`config.mk`:
```
export PLATFORM = sky130hd
export DESIGN_NAME = popcount_expand8
export DESIGN_NICKNAME = d
export VERILOG_FILES = /design/src/rtl/popcount_expand8.sv
export SDC_FILE = /design/constraint.sdc
export NUM_CORES = 1
export LEC_CHECK = 0
export CORE_MARGIN = 2
export CORE_UTILIZATION = 50
export DETAILED_ROUTE_END_ITERATION = 6
export PLACE_DENSITY = 0.84
export SETUP_SLACK_MARGIN = 0.5
export SYNTH_ARGS = -nofsm -noshare
export SYNTH_HDL_FRONTEND = slang
export SYNTH_SLANG_ARGS = --single-unit
```
`constraint.sdc`:
```
create_clock -name CLK -period 2.2 [get_ports CLK]
set_input_delay 0.33 -clock CLK [delete_from_list [all_inputs] [get_ports CLK]]
set_output_delay 0.33 -clock CLK [all_outputs]
set_load 0.005 [all_outputs]
```
`src/rtl/popcount_expand8.sv`:
```
// Serial unary expander: turns a 4-bit count k into an 8-bit LSB-first frame of k ones.
// Build option: define POPCOUNT_EXPAND_SAT_EN to saturate out-of-range counts to 8 (else they map to 0).
module popcount_expand8 (
    input  logic       CLK,
    input  logic       ASYNCRESETN,
    input  logic [3:0] I,
    input  logic       I_valid,
    output logic       I_ready,
    output logic       O_data,
    output logic       O_valid,
    input  logic       O_ready,
    output logic       O_last,
    output logic [7:0] T,
    output logic       err
);

    localparam logic [0:0] ST_IDLE  = 1'b0;
    localparam logic [0:0] ST_SHIFT = 1'b1;

    function automatic logic [3:0] clamp_count(input logic [3:0] k);
`ifdef POPCOUNT_EXPAND_SAT_EN
        clamp_count = (k > 4'd8) ? 4'd8 : k;
`else
        clamp_count = (k > 4'd8) ? 4'd0 : k;
`endif
    endfunction

    function automatic logic [7:0] therm(input logic [3:0] n);
        case (n)
            4'd0:    therm = 8'h00;
            4'd1:    therm = 8'h01;
            4'd2:    therm = 8'h03;
            4'd3:    therm = 8'h07;
            4'd4:    therm = 8'h0F;
            4'd5:    therm = 8'h1F;
            4'd6:    therm = 8'h3F;
            4'd7:    therm = 8'h7F;
            4'd8:    therm = 8'hFF;
            default: therm = 8'h00;
        endcase
    endfunction

    logic [0:0] r_state;
    logic [7:0] r_shreg;
    logic [2:0] r_bitcnt;
    logic [7:0] r_therm;
    logic       r_err;

    logic       w_busy;
    logic       w_beat;
    logic       w_last_beat;
    logic       w_accept;
    logic [7:0] w_frame;

    assign w_busy      = (r_state == ST_SHIFT);
    assign w_beat      = w_busy && O_ready;
    assign w_last_beat = w_beat && (r_bitcnt == 3'd7);
    // A new count may enter in the same cycle the previous frame's final bit leaves.
    assign I_ready     = !w_busy || w_last_beat;
    assign w_accept    = I_valid && I_ready;
    assign w_frame     = therm(clamp_count(I));

    assign O_valid = w_busy;
    assign O_data  = r_shreg[0];
    assign O_last  = w_busy && (r_bitcnt == 3'd7);
    assign T       = r_therm;
    assign err     = r_err;

    // Frame state: accept loads a new frame (priority over completion), beats shift it out.
    always_ff @(posedge CLK or negedge ASYNCRESETN) begin
        if (!ASYNCRESETN) begin
            r_state  <= ST_IDLE;
            r_shreg  <= 8'h00;
            r_bitcnt <= 3'd0;
            r_therm  <= 8'h00;
            r_err    <= 1'b0;
        end else begin
            r_err <= w_accept && (I > 4'd8);
            if (w_accept) begin
                r_state  <= ST_SHIFT;
                r_shreg  <= w_frame;
                r_therm  <= w_frame;
                r_bitcnt <= 3'd0;
            end else if (w_beat) begin
                r_shreg  <= {1'b0, r_shreg[7:1]};
                r_bitcnt <= r_bitcnt + 3'd1;
                if (r_bitcnt == 3'd7) begin
                    r_state <= ST_IDLE;
                end else begin
                    r_state <= ST_SHIFT;
                end
            end else begin
                r_state <= r_state;
            end
        end
    end

endmodule

```
==> out/qor.csv <==
stage,metric,value,unit
finish,Area growth syn-to-layout,32.7,%
sta,clk_skew,0.00715,ns
critical_path,"Req. time, crit path",1.87,ns
pwr,worst IR drop on VDD,0.680,mV
sta,RSZ-0062 raised after global routing,true,
floorplanning,row count,16,
place,Buffers on Ports,20,
drt,DRT Pass-1 Iters,4,
sta,Tightest Pin Transition,0.435,ns
sta,setup TNS,0,ns
drt,DR DRC count,0,
job,max_cap viols,0,
finish,n_diodes,0,
critical_path,crit end category,output pin,
cts,Clock Path Buffers,2,
sta,fmax,0.585,GHz
sta,Max Slew Vio Count,0,
yosys,largest cells by area after synthesis,"dfrtp_1 48%, a221oi_2 5.5%, a2bb2oi_1 4.8%, mux2_2 3.1%, ha_1 2.3%",
floorplanning,I/O pin total,21,
finish,Final #Nets,138,
yosys,post-synth top area share,0.479,
yosys,register area share after synthesis,0.479,
cts,H-tree Lvls,1,
yosys,syn_nets,105,
yosys,mean area per synthesized cell,11.6,um2
critical_path,R2R Setup Slk,0.54,ns
critical_path,worst-path fanout max,4,
cts,root buf cell,clkbuf_4,
yosys,Synth warnings,0,
finish,share of cells above drive strength 1,0.276,
sta,Period minus WS final,1.71,ns
grt,first-pass GRT wire length,4.25,mm
yosys,post-synth top area cell,dfrtp_1,
yosys,Yosys reg bits,21,
grt,largest net degree at the start of global routing,22,
critical_path,cell chain of the critical path,ha_2 -> ha_4 -> a21boi_4 -> inv_2 -> buf_2,
drt,vias,883,
yosys,count of different cell masters after synthesis,37,
floorplanning,Die H,50.8,um
drt,Post-Route WL,2.44,mm
outcome,outcome,completed,
cts,clk slew on worst S/H paths,0.11,ns
grt,grt ovf,0,
place,routability cong.,0.741,
drt,post-route ant nets,0,
sta,endpoints failing setup,0,
drt,Via density,5.73,
grt,GRT Total Usage,0.215,
floorplanning,die area,0.00259,mm2
yosys,synthesized cell area,0.00110,mm2
cts,clock tree sinks,21,
yosys,Post-Synthesis Cells,95,
sta,fin crit share,0.777,
grt,vias in the first global route,915,
cts,CTS tree,built,
critical_path,Setup Crit Path Kind,reg2out,
critical_path,Worst setup SP type,flop,
drt,DRT iter0 DRCs,13,
finish,fin util,0.720,
cts,Num CTS Buffers,3,
critical_path,critical path's top delay family,flip-flops,
pwr,LEAKAGE,0.626,nW
floorplanning,starting density of the core,0.543,
critical_path,crit path buf inv count,2,
pwr,pwr/cell area,1010,mW/mm2
floorplanning,Die X,50.8,um
critical_path,Worst path max stage delay,0.39,ns
place,post-DP HPWL,1.59,mm
floorplanning,Core Area,0.00202,mm2
sta,Slew HR,0.707,
critical_path,CP max stage cell,dfrtp_1,
worst_hold_path,Min-Delay Path Class,in2async,
grt,initial antenna violation count,0,
drt,wire per inst,15.9,um
critical_path,Arrival @ worst endpoint,1.38,ns
sta,Final Hold Vio Count,0,
cts,Clock Latency Late Sink,0.30,ns
sequential cells by signal, indices dropped and copies added, names as in the netlist:
| signal | cells |
|---|---|
| err | 1 |
| r_shreg | 8 |
| T | 8 |
| O_valid | 1 |
| r_bitcnt | 3 |
through the flow:
stage | instance area, um2 | power, mW | setup slack, ns | hold slack (ns) | std cells
floorplan | 1100 | 0.948 | 0.635 | 0.0344 | 95
global placement | 1340 | 1.20 | 0.249 | 0.475 | 142
detailed placement | 1340 | 1.22 | 0.229 | 0.468 | 142
CTS | 1420 | 1.45 | 0.503 | 0.369 | 152
global route | 1460 | 1.58 | 0.423 | 0.406 | 154
finish | 1460 | 1.47 | 0.490 | 0.356 | 154
path summary, 6_finish.rpt:
path	from	to	depth (start not counted)
max in group asynchronous	ASYNCRESETN	r_bitcnt[0]	2
min in group CLK	T[1]	T[1]	2
worst min register to register	T[1]	T[1]	2
worst min-delay path	ASYNCRESETN	r_shreg[2]	2
worst max-delay path	r_bitcnt[1]	I_ready	5
worst max register to register	r_bitcnt[0]	r_shreg[1]	6
where the power goes:
group          switching, mW  leakage [nW]  internal (mW)
registers             0.0954         0.249          0.543
logic                  0.250         0.361          0.406
clock network          0.107        0.0150         0.0705
total                  0.452         0.626           1.02
placed cells by master (no fill, tap or decap), types with 3 or more instances in the layout:
cell	count
dfrtp_1	21
clkdlybuf4s50_1	18
buf_4	11
a2bb2oi_1	6
nor3_1	5
nand2_1	5
a21oi_1	4
o22ai_1	4
a221oi_2	4
nand2b_1	3
mux2_2	3
nand3_1	3
or2b_1	3
clkbuf_4	3
layer usage:
metal | track usage | routed length [um]
met5 | 0 | 0
met4 | 0.0631 | 21
met3 | 0.0322 | 104
met2 | 0.360 | 1240
met1 | 0.291 | 1070
final cells by class:
type	count	area [um2]
tap	27	33.8
fill	140	566
clock buffer	4	26.3
multi-input combinational	67	556
inverter	2	7.51
sequential	21	526
timing repair buffer	33	308
repair_timing:
action	CTS	global route
hold buffers	0	0
resized for setup	14	1
buffers inserted	6	2
pin swaps	2	1
endpoints found under the setup margin	3	15
cell usage after synthesis:
cell type / instances
mux2i_1: 1
and2_1: 2
o21ba_2: 1
a22oi_1: 1
buf_2: 2
o21bai_1: 1
or2_2: 1
ha_1: 2
nand2_2: 1
a221oi_2: 4
nor4_1: 1
inv_1: 2
nor2b_1: 1
a21oi_1: 4
and3b_1: 1
xnor2_1: 1
nor3_1: 5
nor3_4: 1
mux2_2: 3
o22ai_1: 4
nand2_1: 5
nor4b_4: 1
nand3_1: 3
nor2_1: 2
or2b_1: 3
buf_4: 2
o21ai_0: 2
clkbuf_1: 1
o221ai_1: 1
a2bb2oi_1: 6
mux2_1: 1
dfrtp_1: 21
a21boi_4: 1
xor2_1: 1
nand2b_1: 3
nor2_2: 1
a22o_1: 2
cell families after synthesis:
logic type | count (synthesis) | synth area share
flip-flops | 21 | 0.479
buffers and inverters | 7 | 0.0331
adder cells (fa/ha/maj) | 2 | 0.0228
multiplexers | 5 | 0.0502
AO/OA/AOI/OAI | 27 | 0.217
AND/OR/NAND/NOR | 31 | 0.182
XOR/XNOR | 2 | 0.0160
(Power assumes the default switching activity.)
